**src/rtl/m_stage_lsu_pkg.sv**
```systemverilog
// Shared definitions for the M-stage load/store unit: memory op codes,
// exception codes and FSM states.
package m_stage_lsu_pkg;

  typedef enum logic [3:0] {
    OP_NONE = 4'd0,
    OP_LW   = 4'd1,
    OP_LH   = 4'd2,
    OP_LHU  = 4'd3,
    OP_LB   = 4'd4,
    OP_LBU  = 4'd5,
    OP_SW   = 4'd6,
    OP_SH   = 4'd7,
    OP_SB   = 4'd8
  } mem_op_e;

  typedef enum logic [1:0] {
    S_IDLE,
    S_REQ,
    S_DONE
  } lsu_state_e;

  localparam logic [4:0] EXC_NONE = 5'd0;
  localparam logic [4:0] EXC_ADEL = 5'd4;
  localparam logic [4:0] EXC_ADES = 5'd5;

  // Op codes 9-15 are unassigned and behave as NONE.
  function automatic mem_op_e decode_op(input logic [3:0] raw);
    return (raw > 4'd8) ? OP_NONE : mem_op_e'(raw);
  endfunction

  function automatic logic is_store(input mem_op_e op);
    return (op == OP_SW) || (op == OP_SH) || (op == OP_SB);
  endfunction

endpackage

```
**src/rtl/lsu_load_ext.sv**
```systemverilog
// Load lane select and sign/zero extension for the M-stage LSU.
module lsu_load_ext
  import m_stage_lsu_pkg::*;
(
  input  mem_op_e     op,
  input  logic [1:0]  a,
  input  logic [31:0] rdata,
  output logic [31:0] data
);

  logic [7:0]  lane_b;
  logic [15:0] lane_h;

  always_comb begin
    lane_b = rdata[{a, 3'b000} +: 8];
    lane_h = a[1] ? rdata[31:16] : rdata[15:0];
    case (op)
      OP_LW:   data = rdata;
      OP_LH:   data = {{16{lane_h[15]}}, lane_h};
      OP_LHU:  data = {16'h0000, lane_h};
      OP_LB:   data = {{24{lane_b[7]}}, lane_b};
      OP_LBU:  data = {24'h000000, lane_b};
      default: data = '0;
    endcase
  end

endmodule

```
**src/rtl/m_stage_lsu.sv**
```systemverilog
// M-stage load/store unit: req/ack data-memory handshake with pipeline stall.
// Optional LSU_MISALIGN_EXC_EN raises AdEL/AdES on misaligned accesses.
module m_stage_lsu
  import m_stage_lsu_pkg::*;
#(
  parameter int unsigned TIMEOUT_CYC = 255
) (
  input  logic        clk,
  input  logic        reset,
  input  logic        M_valid,
  input  logic [3:0]  M_mem_op,
  input  logic [31:0] M_addr,
  input  logic [31:0] M_wdata,
  input  logic        stage_advance,
  output logic        lsu_busy,
  output logic [31:0] M_DMout,
  output logic        M_bus_err,
  output logic [4:0]  M_exc_code,
  output logic        dm_req,
  output logic        dm_we,
  output logic [31:0] dm_addr,
  output logic [3:0]  dm_be,
  output logic [31:0] dm_wdata,
  input  logic        dm_ack,
  input  logic [31:0] dm_rdata
);

  localparam int unsigned CW = (TIMEOUT_CYC < 2) ? 1 : $clog2(TIMEOUT_CYC);

  lsu_state_e    state, state_n;
  mem_op_e       op_in, op_q;
  logic          live, misalign, timeout;
  logic [1:0]    a_in, a_q;
  logic [3:0]    be_in, be_q;
  logic [31:0]   wdata_in, wdata_q, addr_q, data_q, ext_data;
  logic          we_q, err_q;
  logic [CW-1:0] cnt;

  assign op_in = decode_op(M_mem_op);
  assign live  = M_valid & (op_in != OP_NONE);

`ifdef LSU_MISALIGN_EXC_EN
  logic [4:0] exc_q;

  assign a_in     = M_addr[1:0];
  assign misalign = (((op_in == OP_LW) || (op_in == OP_SW)) && (a_in != 2'b00)) ||
                    (((op_in == OP_LH) || (op_in == OP_LHU) || (op_in == OP_SH)) && a_in[0]);
`else
  // Without the exception, low address bits are snapped to the access size.
  always_comb begin
    a_in = M_addr[1:0];
    case (op_in)
      OP_LW, OP_SW:         a_in = 2'b00;
      OP_LH, OP_LHU, OP_SH: a_in[0] = 1'b0;
      default: ;
    endcase
  end
  assign misalign = 1'b0;
`endif

  always_comb begin
    be_in    = '0;
    wdata_in = '0;
    case (op_in)
      OP_SB: begin
        be_in    = 4'b0001 << a_in;
        wdata_in = {4{M_wdata[7:0]}};
      end
      OP_SH: begin
        be_in    = a_in[1] ? 4'b1100 : 4'b0011;
        wdata_in = {2{M_wdata[15:0]}};
      end
      OP_SW: begin
        be_in    = '1;
        wdata_in = M_wdata;
      end
      default: ;
    endcase
  end

  lsu_load_ext u_load_ext (
    .op    (op_q),
    .a     (a_q),
    .rdata (dm_rdata),
    .data  (ext_data)
  );

  always_ff @(posedge clk) begin
    if (reset) state <= S_IDLE;
    else       state <= state_n;
  end

  always_comb begin
    state_n  = state;
    lsu_busy = 1'b0;
    timeout  = 1'b0;
    case (state)
      S_IDLE: begin
        lsu_busy = live;
        if (live) state_n = misalign ? S_DONE : S_REQ;
      end
      S_REQ: begin
        lsu_busy = 1'b1;
        if (dm_ack) begin
          state_n = S_DONE;
        end else if ((TIMEOUT_CYC != 0) && (cnt == CW'(TIMEOUT_CYC - 1))) begin
          timeout = 1'b1;
          state_n = S_DONE;
        end
      end
      S_DONE: begin
        if (stage_advance) state_n = S_IDLE;
      end
      default: state_n = S_IDLE;
    endcase
  end

  always_ff @(posedge clk) begin
    if (reset) begin
      op_q    <= OP_NONE;
      a_q     <= '0;
      addr_q  <= '0;
      be_q    <= '0;
      wdata_q <= '0;
      we_q    <= 1'b0;
      data_q  <= '0;
      err_q   <= 1'b0;
      cnt     <= '0;
    end else begin
      case (state)
        S_IDLE: begin
          if (live) begin
            op_q    <= op_in;
            a_q     <= a_in;
            addr_q  <= {M_addr[31:2], 2'b00};
            be_q    <= be_in;
            wdata_q <= wdata_in;
            we_q    <= is_store(op_in);
            data_q  <= '0;
            err_q   <= 1'b0;
            cnt     <= '0;
          end
        end
        S_REQ: begin
          if (dm_ack)       data_q <= ext_data;
          else if (timeout) err_q  <= 1'b1;
          else              cnt    <= cnt + CW'(1);
        end
        default: ;
      endcase
    end
  end

`ifdef LSU_MISALIGN_EXC_EN
  always_ff @(posedge clk) begin
    if (reset) begin
      exc_q <= EXC_NONE;
    end else if ((state == S_IDLE) && live) begin
      if (misalign) exc_q <= is_store(op_in) ? EXC_ADES : EXC_ADEL;
      else          exc_q <= EXC_NONE;
    end
  end
  assign M_exc_code = (state == S_DONE) ? exc_q : EXC_NONE;
`else
  assign M_exc_code = '0;
`endif

  assign M_DMout   = (state == S_DONE) ? data_q : '0;
  assign M_bus_err = (state == S_DONE) & err_q;
  assign dm_req    = (state == S_REQ);
  assign dm_we     = we_q;
  assign dm_addr   = addr_q;
  assign dm_be     = be_q;
  assign dm_wdata  = wdata_q;

endmodule

```
**config.mk**
```make
export PLATFORM = sky130hd
export DESIGN_NAME = m_stage_lsu
export DESIGN_NICKNAME = d
export VERILOG_FILES = /design/src/rtl/m_stage_lsu_pkg.sv /design/src/rtl/lsu_load_ext.sv /design/src/rtl/m_stage_lsu.sv
export SDC_FILE = /design/constraint.sdc
export NUM_CORES = 1
export LEC_CHECK = 0
export ABC_AREA = 1
export CAP_MARGIN = 10
export CORE_ASPECT_RATIO = 0.9
export CORE_MARGIN = 2
export CORE_UTILIZATION = 46
export CTS_CLUSTER_DIAMETER = 200
export DETAILED_ROUTE_END_ITERATION = 8
export PLACE_DENSITY = 0.83
export SLEW_MARGIN = 20
export SYNTH_ARGS = -nofsm -noshare
export SYNTH_HDL_FRONTEND = slang
export SYNTH_HIERARCHICAL = 1
export SYNTH_SLANG_ARGS = --single-unit
```
**constraint.sdc**
```tcl
create_clock -name clk -period 2.5 [get_ports clk]
set_clock_uncertainty 0.2 [all_clocks]
set_input_delay 0.75 -clock clk [delete_from_list [all_inputs] [get_ports clk]]
set_output_delay 0.75 -clock clk [all_outputs]
set_load 0.01 [all_outputs]
```
# --- Yosys cells after proc, flatten, opt, wreduce, memory -nomap -nowiden ---
# Cells that the tools add are included.
totals:
  inputBits: 105
  latchBits: 0
  word_cells: 78
  reg_bits: 116
  rom_bits: 0
  ram_bits: 0
  output_inout_bits: 109
  n_memories: 0
op_classes:
  muxes: 29
  n_addsub: 1
  order_cmp: 1
  n_shift: 2
  n_reduce_logical: 12
  div: 0
  bitwise_logic: 2
  n_eq_ne: 21
  multipliers: 0
ops:
  columns: ["cell", "count"]
  rows:
  - ["$pmux 32 s5", 1]
  - ["$mux 32", 3]
  - ["$pmux 32 s3", 1]
  - ["$pmux 32 s2", 1]
  - ["$shiftx 32x6->8", 1]
  - ["$mux 8", 3]
  - ["$eq 4x2->1 const B", 4]
  - ["$eq 4x3->1 const B", 4]
  - ["$mux 16", 1]
  - ["$pmux 8 s2", 1]
  - ["$pmux 4 s3", 1]
  - ["$add 8x1->8 const B", 1]
  - ["$eq 4x1->1 const B", 2]
  - ["$eq 8x8->1 const B", 1]
  - ["$mux 1", 8]
  - ["$mux 2", 4]
  - ["$mux 4", 2]
  - ["$ne 2x2->1 const B", 4]
  - ["$reduce_and 4->1", 2]
  - ["$pmux 2 s3", 1]
  - ["$reduce_and 3->1", 2]
  - ["$reduce_or 5->1", 1]
  - ["$eq 4x4->1 const B", 1]
  - ["$gt 4x4->1 const B", 1]
  - ["13 further kinds", 17]

# --- Depth between registers and ports, before layout ---
# Gate-level depths: netlist of run 1.
depth:
  depth_word: 7
  ltp_mapped: 10
  mapped_depth_nobuf: 9

# --- By module ---
# The synthesis of run 1 kept the hierarchy.
modules_own_cells:
  columns: ["module", "seq_area_each_um2", "cells_per_inst", "area_per_inst_um2", "n_inst"]
  rows:
  - ["m_stage_lsu", 2322.2, 747, 5159.9, 1]
  - ["lsu_load_ext", 0.0, 185, 1044.8, 1]

# --- Worst setup path before layout of run 1 ---
# OpenSTA, ideal clock, no wires.
synth_path:
  kind: "input to output"
  startpoint: "input port M_mem_op[0]"
  endpoint: "output port lsu_busy"
  t_arrival_ps: 1569
  path_buffers: 1
  t_required_ps: 1550
  cell_stages: 5
  slack_ps: -19
  cell_sequence: "o21ai_0 nand3_2 nand3_4 buf_1 nand2_1"
synth_between:
  elab_chain_cells: 5
synth_rtl:
  columns: ["item", "line_no", "text"]
  rows:
  - ["start, declared", "m_stage_lsu.sv:11", "input logic [3:0] M_mem_op,"]
  - ["$gt 4x4->1", "m_stage_lsu_pkg.sv:29", "return (raw > 4'd8) ? OP_NONE : mem_op_e'(raw);"]
  - ["$mux 4 (*)", "m_stage_lsu_pkg.sv:29", null]
  - ["$reduce_bool 4->1 (*)", "m_stage_lsu.sv:40", "assign live = M_valid & (op_in != OP_NONE);"]
  - ["$and 1x1->1 (*)", "m_stage_lsu.sv:40", null]
  - ["$pmux 1 s2 (*)", "m_stage_lsu.sv:97", "case (state)"]
  - ["end, declared", "m_stage_lsu.sv:15", "output logic lsu_busy,"]
# Every way passes the cells marked *; elsewhere a longest branch is shown, timed or not.

# --- Worst setup path in the final report of run 1 ---
layout_path:
  startpoint: "input port M_valid"
  endpoint: "output port lsu_busy"
layout_between:
  elab_chain_cells: 2
layout_rtl:
  columns: ["item", "line_no", "text"]
  rows:
  - ["start, declared", "m_stage_lsu.sv:10", "input logic M_valid,"]
  - ["$and 1x1->1", "m_stage_lsu.sv:40", null]
  - ["$pmux 1 s2", "m_stage_lsu.sv:97", null]
# No other way between the ends.

==> results.tsv, run 1 <==
stage	metric	value	unit
setup_path	Worst Path Required	1.55	ns
clock_network	CTS Root Cell	clkbuf_16	
timing	max frequency	403.7	MHz
timing	Final Hold Viols	0	
setup_path	kind of critical path	in2out	
clock_network	CTS Buf Count	17	
route	drt first pass iters	5	
power	P per Cell Area	552.1	mW/mm^2
synthesis	number of distinct library cells after synthesis	32	
layout	Final Instance Area	0.009061	sq mm
place	Post-Place Cells	1280	
place	Placer Congestion	0.9357	
clock_network	cts hold-fix bufs	0	
clock_network	clk sink count	116	
flow_run	number of max-cap violations	0	
synthesis	Syn Inst Count	932	
die	starting density of the core	0.4678	
die	core box area	0.01326	sq mm
setup_path	crit path DAT	1.53	ns
die	die area	0.01443	sq mm
synthesis	ys flop type	dfxtp_1	
synthesis	syn avg cell area	6.657	sq um
die	die extent in y	114.2	microns
route	DR iter-0 viols	609	
synthesis	Mapped Area	0.006205	sq mm
setup_path	R2R setup slack	0.52	ns
timing	period utilization	0.9908	
die	top-level port count	214	
outcome	status	complete, no violations	
layout	Finished Layout Cells	1317	
timing	Slew headroom	0.6277	
die	Die Wd	126.4	microns
global_routing	global-route wire length before repair	30410	microns
layout	layout cells sized above 1	0.1558	
route	vias	6752	
layout	P&R area growth vs syn	46.04	%
timing	Final Worst Setup Slack	0.02311	ns
power	Pleak	3.811	nW
global_routing	GRT overflow	0	
route	ANT nets after route	0	
synthesis	FFs w/ async S/R, synth	0	
route	vias per std cell	5.127	
layout	ANT cells	0	
synthesis	post-synthesis register bit count	116	
setup_path	critical path endpoint category	output pin	
die	Placement Rows	40	
global_routing	vias in the first global route	6324	
place	Area after DPL	0.008444	sq mm
synthesis	EDFF count, synth	0	
route	Post-Route WL	18620	microns
clock_network	H-tree level count	4	
timing	minimum clock period	2.477	ns
layout	final-layout fill cell count	1190	
synthesis	Yosys Warn Count	6	
clock_network	CTS tree	built	
hold_path	worst hold path class	reg2reg	
route	Wirelength per Cell	14.14	microns
global_routing	initial antenna violation count	0	
global_routing	largest net degree at the start of global routing	82	
timing	final setup vio count	0	
layout	nets	1243	
global_routing	gr usage total	0.2565	
place	hpwl dp	13080	microns
power	Peak VDD IR	0.5256	mV
clock_network	Clock transition at path regs	0.05	ns
place	DP Worst Slack	-0.7604	ns
clock_network	clk_lat worst skew	0.42	ns
setup_path	top fanout value on the critical path	2	
timing	Least-Margin Pin Slew	0.5571	ns
setup_path	CP Launch Type	input port	
timing	final hold slack	0.2446	ns
timing	setup TNS	0	ns
route	drc violations	0	
synthesis	sequential fraction of the synthesis area	0.3743	
clock_network	Max Buffers Root-to-Sink	2	
timing	Slew Limit Fails	0	
place	# port buffers	206	
[through the flow]
stage	utilization	power, mW
2_1_floorplan	-	2.379
3_3_place_gp	0.6367	2.740
3_5_place_dp	0.6367	2.747
4_1_cts	0.6851	5.022
5_1_grt	0.6832	5.204
6_report	0.6832	5.003
[where the power goes]
part	internal, mW	leakage [nW]	switching, mW
registers	1.90	0.940	0.0369
clock network	1.37	0.262	0.897
logic	0.370	2.61	0.432
total	3.64	3.81	1.37
[worst max-delay path, stage by stage]
cell             delay [ns]
clkdlybuf4s50_1        0.50
nand3_4                0.09
nand2_4                0.08
buf_6                  0.10
[flip-flops by register name (all words and copies together), names as in the netlist]
signal    count
dm_be         4
cnt           8
state         2
dm_addr      30
data_q       32
a_q           2
dm_wdata     32
dm_we         1
op_q          4
err_q         1
[kinds of logic after synthesis]
group | share of synthesized area
flops | 0.3743
simple gates | 0.4241
xor+xnor | 0.004235
other cells | 0.0006044
buf+inv | 0.1143
compound gates | 0.07844
fa+ha+maj | 0.004032
[worst paths after layout]
kind                     start            to  cells after the start
setup / recovery       M_valid      lsu_busy                      4
hold / removal    dm_wdata[19]  dm_wdata[19]                      2
setup reg to reg       op_q[3]    data_q[24]                      5
hold reg to reg   dm_wdata[19]  dm_wdata[19]                      2
[metal layers]
layer	global-route usage	vias up	routed length, microns
met3	0.06495	34	1309
met4	0.09963	0	503
met2	0.4100	258	8568
met1	0.3343	3060	8242
met5	0	-	0
li1	-	3400	-
[final cells by class]
cell class                      instances  area, sq um  share of cell area
Tap cell                              168        210.2             0.02320
Sequential cell                       116         2325              0.2566
Clock buffer                           17        425.4             0.04695
Timing Repair Buffer                  249         2434              0.2686
Inverter                               75        290.3             0.03204
Clock inverter                         15        135.1             0.01491
Multi-Input combinational cell        677         3242              0.3578
[layout by cell type, fill, tap and decap left out, drive strengths merged, types with 2 or more instances in the layout]
master         count
clkbuf            22
clkinv             9
nor2             109
clkdlybuf4s50    166
xnor2              2
nand2            284
o21ai             18
nand3            135
clkinvlp           5
dfxtp            116
a21oi             78
buf               57
clkdlybuf4s15     20
conb               7
nand4             39
ha                 2
inv               75
[timing repair]
action                                  in CTS  in global routing
pin swaps                                    1                  2
setup buffers                                4                  1
endpoints found under the setup margin     123                115
resized for setup                          122                 36
[cells in the mapped netlist (2+ instances only)]
library cell,count,share of area
nand2_1,267,0.16
nand3_1,118,0.095
dfxtp_1,116,0.37
nor2_1,102,0.062
a21oi_1,78,0.063
inv_1,65,0.039
nand4_1,38,0.038
clkbuf_1,27,0.016
buf_2,15,0.012
nand3_2,15,0.024
buf_4,13,0.016
nand2_2,12,0.012
o21ai_0,11,0.0089
buf_6,8,0.015
o21ai_1,7,0.0056
inv_2,6,0.0036
buf_1,5,0.0030
nand2_4,5,0.0091
clkinv_1,3,0.0018
nor2_2,3,0.0030
nor2_4,3,0.0054
buf_12,2,0.0065
ha_1,2,0.0040
nand3_4,2,0.0056
xnor2_1,2,0.0028
Note: power is estimated with default switching activity, not from simulation.
==> run 2: changes to the inputs <==
Settings changed: SLEW_MARGIN 20 to 10.
==> results of run 2 <==
Same layout as run 1: the final DEF is identical, and so are final timing and power.
